### config.mk
export PLATFORM = sky130hd
export DESIGN_NAME = dct_mac_lanes_flat
export DESIGN_NICKNAME = d
export VERILOG_FILES = /design/src/rtl/dct_mac_pkg.sv /design/src/rtl/dct_mac_lanes_if.sv /design/src/rtl/dct_mac_lane.sv /design/src/rtl/dct_mac_lanes.sv /design/src/flat_wrapper.sv
export SDC_FILE = /design/constraint.sdc
export NUM_CORES = 2
export LEC_CHECK = 0
export CAP_MARGIN = 25
export CORE_AREA = 2 2 295 180
export CTS_BUF_LIST = sky130_fd_sc_hd__clkbuf_16
export CTS_CLUSTER_DIAMETER = 30
export DETAILED_ROUTE_END_ITERATION = 16
export DIE_AREA = 0 0 297 182
export PLACE_DENSITY = 0.79
export SYNTH_ARGS = -nofsm -noshare
export SYNTH_HDL_FRONTEND = slang
export SYNTH_SLANG_ARGS = --single-unit
### constraint.sdc
create_clock -name clk -period 3.1 [get_ports clk]
set_input_delay 0.62 -clock clk [delete_from_list [all_inputs] [get_ports clk]]
set_output_delay 0.62 -clock clk [all_outputs]
set_load 0.005 [all_outputs]
### src/rtl/dct_mac_pkg.sv
// Shared defaults, saturating/wrapping adder and lane slice helper for the fdct MAC lanes.
`ifndef DCT_MAC_PKG_SV
`define DCT_MAC_PKG_SV

// Lane idx of a packed multi-lane vector whose lanes are w bits wide.
`define DCT_LANE(vec, idx, w) vec[(idx)*(w) +: (w)]

package dct_mac_pkg;

  localparam int unsigned DefLanes    = 4;
  localparam int unsigned DefDwidth   = 8;
  localparam int unsigned DefCwidth   = 12;
  localparam int unsigned DefTerms    = 8;
  localparam int unsigned DefAccWidth = 23;
  localparam int unsigned DefSat      = 0;

  // Adds two sign-extended operands and checks the exact sum against a width-bit signed range.
  // Returns {ovf, sum}; the caller keeps sum[width-1:0]. Valid for width <= 63.
  function automatic logic [64:0] sat_add(input logic signed [63:0] a,
                                          input logic signed [63:0] b,
                                          input int unsigned        width,
                                          input logic               sat);
    logic signed [64:0] s;
    logic signed [64:0] max_v;
    logic signed [64:0] min_v;
    logic               o;
    logic        [63:0] sum;
    s     = {a[63], a} + {b[63], b};
    max_v = (65'sd1 <<< (width - 1)) - 65'sd1;
    min_v = -max_v - 65'sd1;
    o     = (s > max_v) || (s < min_v);
    if (o && sat) begin
      sum = s[64] ? min_v[63:0] : max_v[63:0];
    end else begin
      sum = s[63:0];
    end
    return {o, sum};
  endfunction

endpackage

`endif

### src/rtl/dct_mac_lanes_if.sv
// Term/result bus between the coefficient/sample feed, the MAC lanes and the zigzag stage.
interface dct_mac_lanes_if #(
  parameter int unsigned LANES     = dct_mac_pkg::DefLanes,
  parameter int unsigned DWIDTH    = dct_mac_pkg::DefDwidth,
  parameter int unsigned CWIDTH    = dct_mac_pkg::DefCwidth,
  parameter int unsigned ACC_WIDTH = dct_mac_pkg::DefAccWidth
);
  logic                       in_valid;
  logic                       dclr;
  logic [LANES*DWIDTH-1:0]    din;
  logic [LANES*CWIDTH-1:0]    coef;
  logic [LANES*ACC_WIDTH-1:0] result;
  logic                       out_valid;
  logic [LANES-1:0]           ovf;

  modport master (
    output in_valid, dclr, din, coef,
    input  result, out_valid, ovf
  );

  modport slave (
    input  in_valid, dclr, din, coef,
    output result, out_valid, ovf
  );
endinterface

### src/rtl/dct_mac_lane.sv
// One MAC lane: registered product, accumulator with sticky overflow, and completed-sum registers.
module dct_mac_lane
  import dct_mac_pkg::*;
#(
  parameter int unsigned DWIDTH    = DefDwidth,
  parameter int unsigned CWIDTH    = DefCwidth,
  parameter int unsigned ACC_WIDTH = DefAccWidth,
  parameter int unsigned SAT       = DefSat
) (
  input  logic                        clk,
  input  logic                        rst,
  input  logic                        mult_en,
  input  logic signed [DWIDTH-1:0]    din,
  input  logic signed [CWIDTH-1:0]    coef,
  input  logic                        acc_load,
  input  logic                        acc_add,
  input  logic                        done,
  output logic        [ACC_WIDTH-1:0] result,
  output logic                        ovf
);
  localparam int unsigned PW = DWIDTH + CWIDTH;

  logic signed [PW-1:0]        mult_res;
  logic signed [ACC_WIDTH-1:0] acc;
  logic signed [ACC_WIDTH-1:0] acc_sum;
  logic signed [ACC_WIDTH-1:0] load_val;
  logic                        acc_ovf;
  logic                        add_ovf;
  logic [64:0]                 sa;
  logic                        unused_sa_hi;

  always_comb begin
    sa       = sat_add(64'(acc), 64'(mult_res), ACC_WIDTH, SAT != 0);
    acc_sum  = sa[ACC_WIDTH-1:0];
    add_ovf  = sa[64];
    load_val = ACC_WIDTH'(mult_res);
  end

  assign unused_sa_hi = ^sa[63:ACC_WIDTH];

  always_ff @(posedge clk or negedge rst) begin
    if (!rst) begin
      mult_res <= '0;
      acc      <= '0;
      acc_ovf  <= 1'b0;
      result   <= '0;
      ovf      <= 1'b0;
    end else begin
      if (mult_en) begin
        mult_res <= PW'(din) * PW'(coef);
      end
      // A first term can never overflow: the product always fits the accumulator.
      if (acc_load) begin
        acc     <= load_val;
        acc_ovf <= 1'b0;
      end else if (acc_add) begin
        acc     <= acc_sum;
        acc_ovf <= acc_ovf | add_ovf;
      end
      if (done) begin
        result <= acc_sum;
        ovf    <= acc_ovf | add_ovf;
      end
    end
  end
endmodule

### src/rtl/dct_mac_lanes.sv
// LANES-wide pipelined multiply-accumulate; shared term counter and valid pipe drive every lane.
module dct_mac_lanes
  import dct_mac_pkg::*;
#(
  parameter int unsigned LANES     = DefLanes,
  parameter int unsigned DWIDTH    = DefDwidth,
  parameter int unsigned CWIDTH    = DefCwidth,
  parameter int unsigned TERMS     = DefTerms,
  parameter int unsigned ACC_WIDTH = DefAccWidth,
  parameter int unsigned SAT       = DefSat
) (
  input logic            clk,
  input logic            rst,
  input logic            ena,
  dct_mac_lanes_if.slave bus
);
  localparam int unsigned CntW = $clog2(TERMS);

  logic                       s1_valid;
  logic                       s1_first;
  logic                       out_valid_q;
  logic [CntW-1:0]            cnt;
  logic                       mult_en;
  logic                       acc_load;
  logic                       acc_add;
  logic                       last;
  logic                       done;
  logic [LANES*ACC_WIDTH-1:0] result_w;
  logic [LANES-1:0]           ovf_w;

  // A non-first term only counts while a sum is open (cnt != 0).
  always_comb begin
    mult_en  = ena & bus.in_valid;
    acc_load = ena & s1_valid & s1_first;
    acc_add  = ena & s1_valid & ~s1_first & (cnt != '0);
    last     = (cnt == CntW'(TERMS - 1));
    done     = acc_add & last;
  end

  always_ff @(posedge clk or negedge rst) begin
    if (!rst) begin
      s1_valid    <= 1'b0;
      s1_first    <= 1'b0;
      cnt         <= '0;
      out_valid_q <= 1'b0;
    end else if (ena) begin
      s1_valid    <= bus.in_valid;
      s1_first    <= bus.dclr;
      out_valid_q <= done;
      if (acc_load) begin
        cnt <= CntW'(1);
      end else if (acc_add) begin
        cnt <= last ? '0 : cnt + CntW'(1);
      end
    end
  end

  for (genvar i = 0; i < LANES; i++) begin : g_lane
    dct_mac_lane #(
      .DWIDTH   (DWIDTH),
      .CWIDTH   (CWIDTH),
      .ACC_WIDTH(ACC_WIDTH),
      .SAT      (SAT)
    ) u_lane (
      .clk     (clk),
      .rst     (rst),
      .mult_en (mult_en),
      .din     (`DCT_LANE(bus.din, i, DWIDTH)),
      .coef    (`DCT_LANE(bus.coef, i, CWIDTH)),
      .acc_load(acc_load),
      .acc_add (acc_add),
      .done    (done),
      .result  (`DCT_LANE(result_w, i, ACC_WIDTH)),
      .ovf     (ovf_w[i])
    );
  end

  assign bus.result    = result_w;
  assign bus.ovf       = ovf_w;
  assign bus.out_valid = out_valid_q & ena;
endmodule

### src/flat_wrapper.sv
// flat-port wrapper written by rule: the top's interface ports become plain ports
module dct_mac_lanes_flat import dct_mac_pkg::*;
#(
  parameter int unsigned LANES     = DefLanes,
  parameter int unsigned DWIDTH    = DefDwidth,
  parameter int unsigned CWIDTH    = DefCwidth,
  parameter int unsigned TERMS     = DefTerms,
  parameter int unsigned ACC_WIDTH = DefAccWidth,
  parameter int unsigned SAT       = DefSat
)
  (clk, rst, ena, bus_in_valid, bus_dclr, bus_din, bus_coef, bus_result, bus_out_valid, bus_ovf);
  dct_mac_lanes_if #(.LANES(LANES), .DWIDTH(DWIDTH), .CWIDTH(CWIDTH), .ACC_WIDTH(ACC_WIDTH)) bus_i ();
  input logic clk;
  input logic rst;
  input logic ena;
  input wire logic [$bits(bus_i.in_valid)-1:0] bus_in_valid;
  input wire logic [$bits(bus_i.dclr)-1:0] bus_dclr;
  input wire logic [$bits(bus_i.din)-1:0] bus_din;
  input wire logic [$bits(bus_i.coef)-1:0] bus_coef;
  output wire logic [$bits(bus_i.result)-1:0] bus_result;
  output wire logic [$bits(bus_i.out_valid)-1:0] bus_out_valid;
  output wire logic [$bits(bus_i.ovf)-1:0] bus_ovf;
  assign bus_i.in_valid = bus_in_valid;
  assign bus_i.dclr = bus_dclr;
  assign bus_i.din = bus_din;
  assign bus_i.coef = bus_coef;
  assign bus_result = bus_i.result;
  assign bus_out_valid = bus_i.out_valid;
  assign bus_ovf = bus_i.ovf;
  dct_mac_lanes #(.LANES(LANES), .DWIDTH(DWIDTH), .CWIDTH(CWIDTH), .TERMS(TERMS), .ACC_WIDTH(ACC_WIDTH), .SAT(SAT)) u_core (.clk(clk), .rst(rst), .ena(ena), .bus(bus_i));
endmodule
# Word-level counts from Yosys, hierarchy flattened
# Index checks and enable logic that the tools add are counted.
totals:
  reg_bits: 278
  latchBits: 0
  ram_bits: 0
  romBits: 0
  inputBits: 85
  word_cells: 80
  mem_count: 0
classes:
  add_sub_neg: 5
  n_mul: 4
  div: 0
  magnitude_cmp: 8
  n_eq_ne: 1
  shifts: 0
  n_mux: 19
  bitwise_logic: 12
  reduce_logical: 7
ops:
  columns: ["op", "n"]
  rows:
  - ["$gt 65x23->1 const B", 4]
  - ["$lt 65x23->1 const B", 4]
  - ["$mux 23", 8]
  - ["$add 23x20->24", 4]
  - ["$mul 8x12->20", 4]
  - ["$mux 3", 3]
  - ["$mux 1", 8]
  - ["$and 1x1->1", 7]
  - ["$logic_or 1x1->1", 4]
  - ["$or 1x1->1", 4]
  - ["$add 3x1->3 const B", 1]
  - ["$eq 3x3->1 const B", 1]
  - ["$reduce_bool 3->1", 1]
  - ["$reduce_and 2->1", 1]
  - ["$reduce_bool 2->1", 1]
  - ["$not 1->1", 1]

# Depth between registers and ports, before layout
depth:
  ltp_word: 6
  mapped_depth: 20
  depth_no_buf: 20

# By module
# A second synthesis with hierarchy kept.
hier_totals:
  cells_unflattened: 3173
  area_unflattened_um2: 30062.6
modules_own_cells:
  columns: ["mod", "n_inst", "cells_each", "area_per_inst_um2"]
  rows:
  - ["dct_mac_lane at u_core.g_lane[0].u_lane ...", 2, 780, 7414.6]
  - ["dct_mac_lane at u_core.g_lane[3].u_lane", 1, 794, 7477.2]
  - ["dct_mac_lane at u_core.g_lane[2].u_lane", 1, 785, 7385.8]
  - ["dct_mac_lanes", 1, 34, 370.4]

# Worst setup path before layout
# Ideal clock, no wire load.
synth_timing:
  path_type: "input-to-reg"
  start: "in bus_din[30]"
  end: "reg u_core.g_lane[3].u_lane.mult_res[18]"
  arrival_ns: 4.748
  required_ns: 2.967
  path_slack_ns: -1.781
  stages: 16
  path_cell_list: "clkbuf_1 -> and2_1 -> fa_1 -> fa_1 -> fa_1 -> inv_1 -> fa_1 -> inv_1 -> ha_1 -> a21boi_0 -> o21ai_0 -> a21oi_1 -> a211oi_1 -> o41ai_1 -> xnor2_1 -> o21ai_0"
synth_between:
  elab_chain_cells: 1
synth_lines:
  columns: ["item", "line_no", "rtl"]
  rows:
  - ["start: declaration", "flat_wrapper.sv:18", "input wire logic [$bits(bus_i.din)-1:0] bus_din;"]
  - ["$mul 8x12->20", "dct_mac_lane.sv:50", "mult_res <= PW'(din) * PW'(coef);"]
  - ["end signal: assignment", "dct_mac_lane.sv:50", null]
  - ["end: declaration", "dct_mac_lane.sv:23", "logic signed [PW-1:0] mult_res;"]
# No other way between the ends.
# A chain may end at the register's enable or synchronous reset.

# Worst setup path after layout
layout_timing:
  start: "in bus_coef[29]"
  end: "reg u_core.g_lane[2].u_lane.mult_res[16]"
layout_between:
  elab_chain_cells: 1
layout_lines:
  columns: ["item", "line_no", "rtl"]
  rows:
  - ["start: declaration", "flat_wrapper.sv:19", "input wire logic [$bits(bus_i.coef)-1:0] bus_coef;"]
  - ["$mul 8x12->20", "dct_mac_lane.sv:50", null]
  - ["end signal: assignment", "dct_mac_lane.sv:50", null]
  - ["end: declaration", "dct_mac_lane.sv:23", null]
# No other way between the ends.

==> flow_summary.ini <==
[timing]
tightest_slew_ns = 0.5770
timing.final.crit_share_pct = 141.4
fmax_ghz = 0.2281
relSlewSlack_pct = 61.53
setup_tns_ns = -45.75
setup_ws_ns = -1.285
rsz0062_at_grt = true
hold_viol = 6
fin_skew_ns = 0.03157
drv_slew = 0
finalHoldWorstSlack_ns = -0.009618
period_minus_slack_ns = 4.385
setup_viol = 58

[floorplan]
pin_count = 182
fp.dieH_um = 182
die_w_um = 297
placementRows = 65
design.die.area_um2 = 54050
initial_core_util_pct = 55.25
core-area_um2 = 51720

[critical_path]
slowest_stage = fa_2
r2r-end = u_core.g_lane[0].u_lane.acc_ovf$_DFFE_PN0N_
critical_path.top_delay_family = adder cells
worstPathMaxFanout = 5
critical_path_arrival_ns = 4.78
endpoint = u_core.g_lane[2].u_lane.mult_res[16]$_DFFE_PN0P_
max_stage_delay_ns = 0.55
cp-start-kind = input pin
cp-startpoint = bus_coef[29]
critPathBufInv = 5
crit_required_ns = 3.49
worst-path-stages = 19
rr_worst_depth = 11
crit_chain = buf_8 -> buf_6 -> and2_4 -> fa_2 -> inv_2 -> fa_1 -> fa_2 -> inv_2 -> fa_1 -> ha_4 -> o21ai_4 -> a21oi_2 -> o211ai_1 -> a31oi_2 -> buf_4 -> a21o_1 -> a21oi_2 -> xor2_1 -> o21ai_1
critPathKind = in2reg
regToRegStartpoint = u_core.g_lane[0].u_lane.mult_res[0]$_DFFE_PN0P_
reg2reg_slack_ns = -0.02
end_kind = register

[synth]
syn_nets = 3760
ys_warn_count = 0
ys_types = 74
synth-edff-count = 0
yosysSeqAreaShare_pct = 24.34
syn_inst = 3112
post_synth.cell_area_avg_um2 = 9.183
synth-seq-cells = 278
netlist.area_leader.share_pct = 24.34
synth_area_leaders = dfrtp_1 24%, fa_1 22%, ha_1 11%, and2_1 6.0%, inv_1 5.9%
yosys.area.top_type = dfrtp_1
synth_ff_type = dfrtp_1
async_reset_ff_share_pct = 100.0
netlist_area_um2 = 28580

[status]
violations = hold timing, setup timing
status = complete, but fails checks

[global_routing]
grt_pass1_vias = 25800
overflow = 0
grt_usage_pct = 29.33
grt_max_degree = 89
grt_pass1_wl_um = 130100
antenna_found_initial = 0

[cells_and_area]
finalNonFillerCells = 4364
insertedDiodeCount = 0
final_util_pct = 73.50
final_net_count = 4282
drive_gt1_share_pct = 28.52
area_growth_pct = 33.02
fin_area_um2 = 38020

[clock_tree]
cts_buffers = 37
cts_sinks = 278
clockBufferDepth = 3
hold_buffers = 0
clkLatencyLatePin_ns = 0.53
cts-root-buf = clkbuf_16
cts_tree = yes
clkTransAtPathRegs_ns = 0.07
htree_levels = 2

[place]
placed_cells = 4209
gp_congestion = 0.9067
postPlaceCellArea_um2 = 34420
place_ws_ns = -2.474
io_buffer_count = 181
dp_hpwl_um = 58230

[routing]
postRouteWirelength_um = 80510
ant_nets = 0
via_per_inst = 5.634
drt_iter0_markers = 1693
drcViolationCount = 0
dr.pass1.iters = 5
vias = 24590
detail_route.wl_per_cell_um = 18.45

[power]
p_leak_nw = 18.40
p_total_mw = 41.14
cellPowerDensity_nw_per_um2 = 1082
max-vdd-ir-drop_mv = 1.094

[min_path]
hold_class = in2async

[flow_run]
maxCapViolCount = 0
layer usage:
metal	share of wire, %	global-route usage [%]
met1	42	39.52
met2	49	49.57
met3	5.7	3.841
met4	3.6	9.293
met5	0	0
what timing repair did:
item / in CTS / in global routing
pin swaps: 270 / 209
cloned: 3 / 0
endpoints found under the setup margin: 74 / 90
resized for setup: 654 / 195
setup buffers: 64 / 45
worst min-delay path by stage:
stage | startpoint | endpoint | slack, ns | depth (start not counted)
after floorplan | rst | u_core.cnt[0]$_DFFE_PN0P_ | 0.32 | 0
after global placement | u_core.g_lane[0].u_lane.result[18]$_DFFE_PN0P_ | u_core.g_lane[0].u_lane.result[18]$_DFFE_PN0P_ | 0.46 | 2
after detailed placement | u_core.g_lane[2].u_lane.result[4]$_DFFE_PN0P_ | u_core.g_lane[2].u_lane.result[4]$_DFFE_PN0P_ | 0.47 | 2
after CTS | rst | u_core.g_lane[2].u_lane.mult_res[3]$_DFFE_PN0P_ | 0.0003 | 1
after global routing | rst | u_core.g_lane[2].u_lane.mult_res[1]$_DFFE_PN0P_ | 0.01 | 1
final | rst | u_core.g_lane[2].u_lane.mult_res[1]$_DFFE_PN0P_ | -0.01 | 1
cell families (layout without fill, tap and decap cells):
family                     Yosys count  in the layout  synth area share (%)
DFF                                278            278                 24.34
adders and majority gates          563            563                 33.05
xor gates and xnor gates           156            156                 4.781
buffers and inverters              565           1114                 7.491
muxes                               31             31                 1.200
AOI/OAI and AO/OA                  627            627                 13.92
and+or+nand+nor                    892            892                 15.21
cells in the mapped netlist, types with 4 or more instances:
| library cell | instances |
|---|---|
| a21boi_0 | 6 |
| clkbuf_1 | 99 |
| a221oi_1 | 5 |
| mux2i_1 | 5 |
| o21a_1 | 10 |
| ha_1 | 243 |
| and3_1 | 19 |
| buf_4 | 4 |
| a31o_2 | 4 |
| nor2b_1 | 8 |
| dfrtp_1 | 278 |
| xnor2_1 | 93 |
| buf_1 | 4 |
| o31ai_1 | 11 |
| a211oi_1 | 14 |
| o21ai_0 | 226 |
| inv_1 | 451 |
| or2_2 | 6 |
| nand2b_1 | 32 |
| nor2_1 | 94 |
| nand2_1 | 389 |
| nand3_1 | 24 |
| mux2_2 | 26 |
| a21oi_1 | 115 |
| a22oi_1 | 72 |
| and2_1 | 275 |
| o311ai_0 | 4 |
| a211o_1 | 6 |
| buf_2 | 4 |
| a221o_1 | 12 |
| nor3_1 | 16 |
| fa_1 | 320 |
| nand4_1 | 9 |
| o21bai_1 | 18 |
| a22o_1 | 4 |
| xor2_1 | 63 |
| o21ai_1 | 4 |
| a21o_1 | 52 |
| a31oi_1 | 19 |
| o211ai_1 | 11 |
where the power goes:
part	internal (mW)	switching (mW)	total [mW]
logic	14.6	15.4	30.0
clock network	2.69	1.81	4.51
registers	5.24	1.37	6.61
total	22.6	18.6	41.1
cell usage in the layout (no fill, tap or decap), drive strengths merged, types with 26 or more instances in the layout:
| cell | count |
|---|---|
| buf | 476 |
| inv | 466 |
| nand2 | 389 |
| fa | 320 |
| dfrtp | 278 |
| and2 | 275 |
| ha | 243 |
| o21ai | 230 |
| a21oi | 117 |
| clkdlybuf4s50 | 100 |
| nor2 | 94 |
| xnor2 | 93 |
| a22oi | 72 |
| xor2 | 63 |
| a21o | 55 |
| clkbuf | 44 |
| nand2b | 32 |
| mux2 | 26 |
state kept, by name, indices dropped and copies added, names as in the netlist:
| name | cells |
|---|---|
| u_core.g_lane.u_lane.acc | 92 |
| u_core.g_lane.u_lane.result | 92 |
| u_core.g_lane.u_lane.mult_res | 80 |
| u_core.g_lane.u_lane.acc_ovf | 4 |
| u_core.g_lane.u_lane.ovf | 4 |
| u_core.cnt | 3 |
| u_core.out_valid_q | 1 |
| u_core.s1_first | 1 |
| u_core.s1_valid | 1 |
cell type report:
type                       instances  area [µm²]
clock buffer                      39       975.9
clock inverter                    27       311.5
fill                            3448       13710
inverter                         454        1730
multi-input combinational       2269       21700
sequential                       278        6957
tap                              703       879.6
timing repair buffer             594        5464
Note: power is estimated with default switching activity, not from simulation.
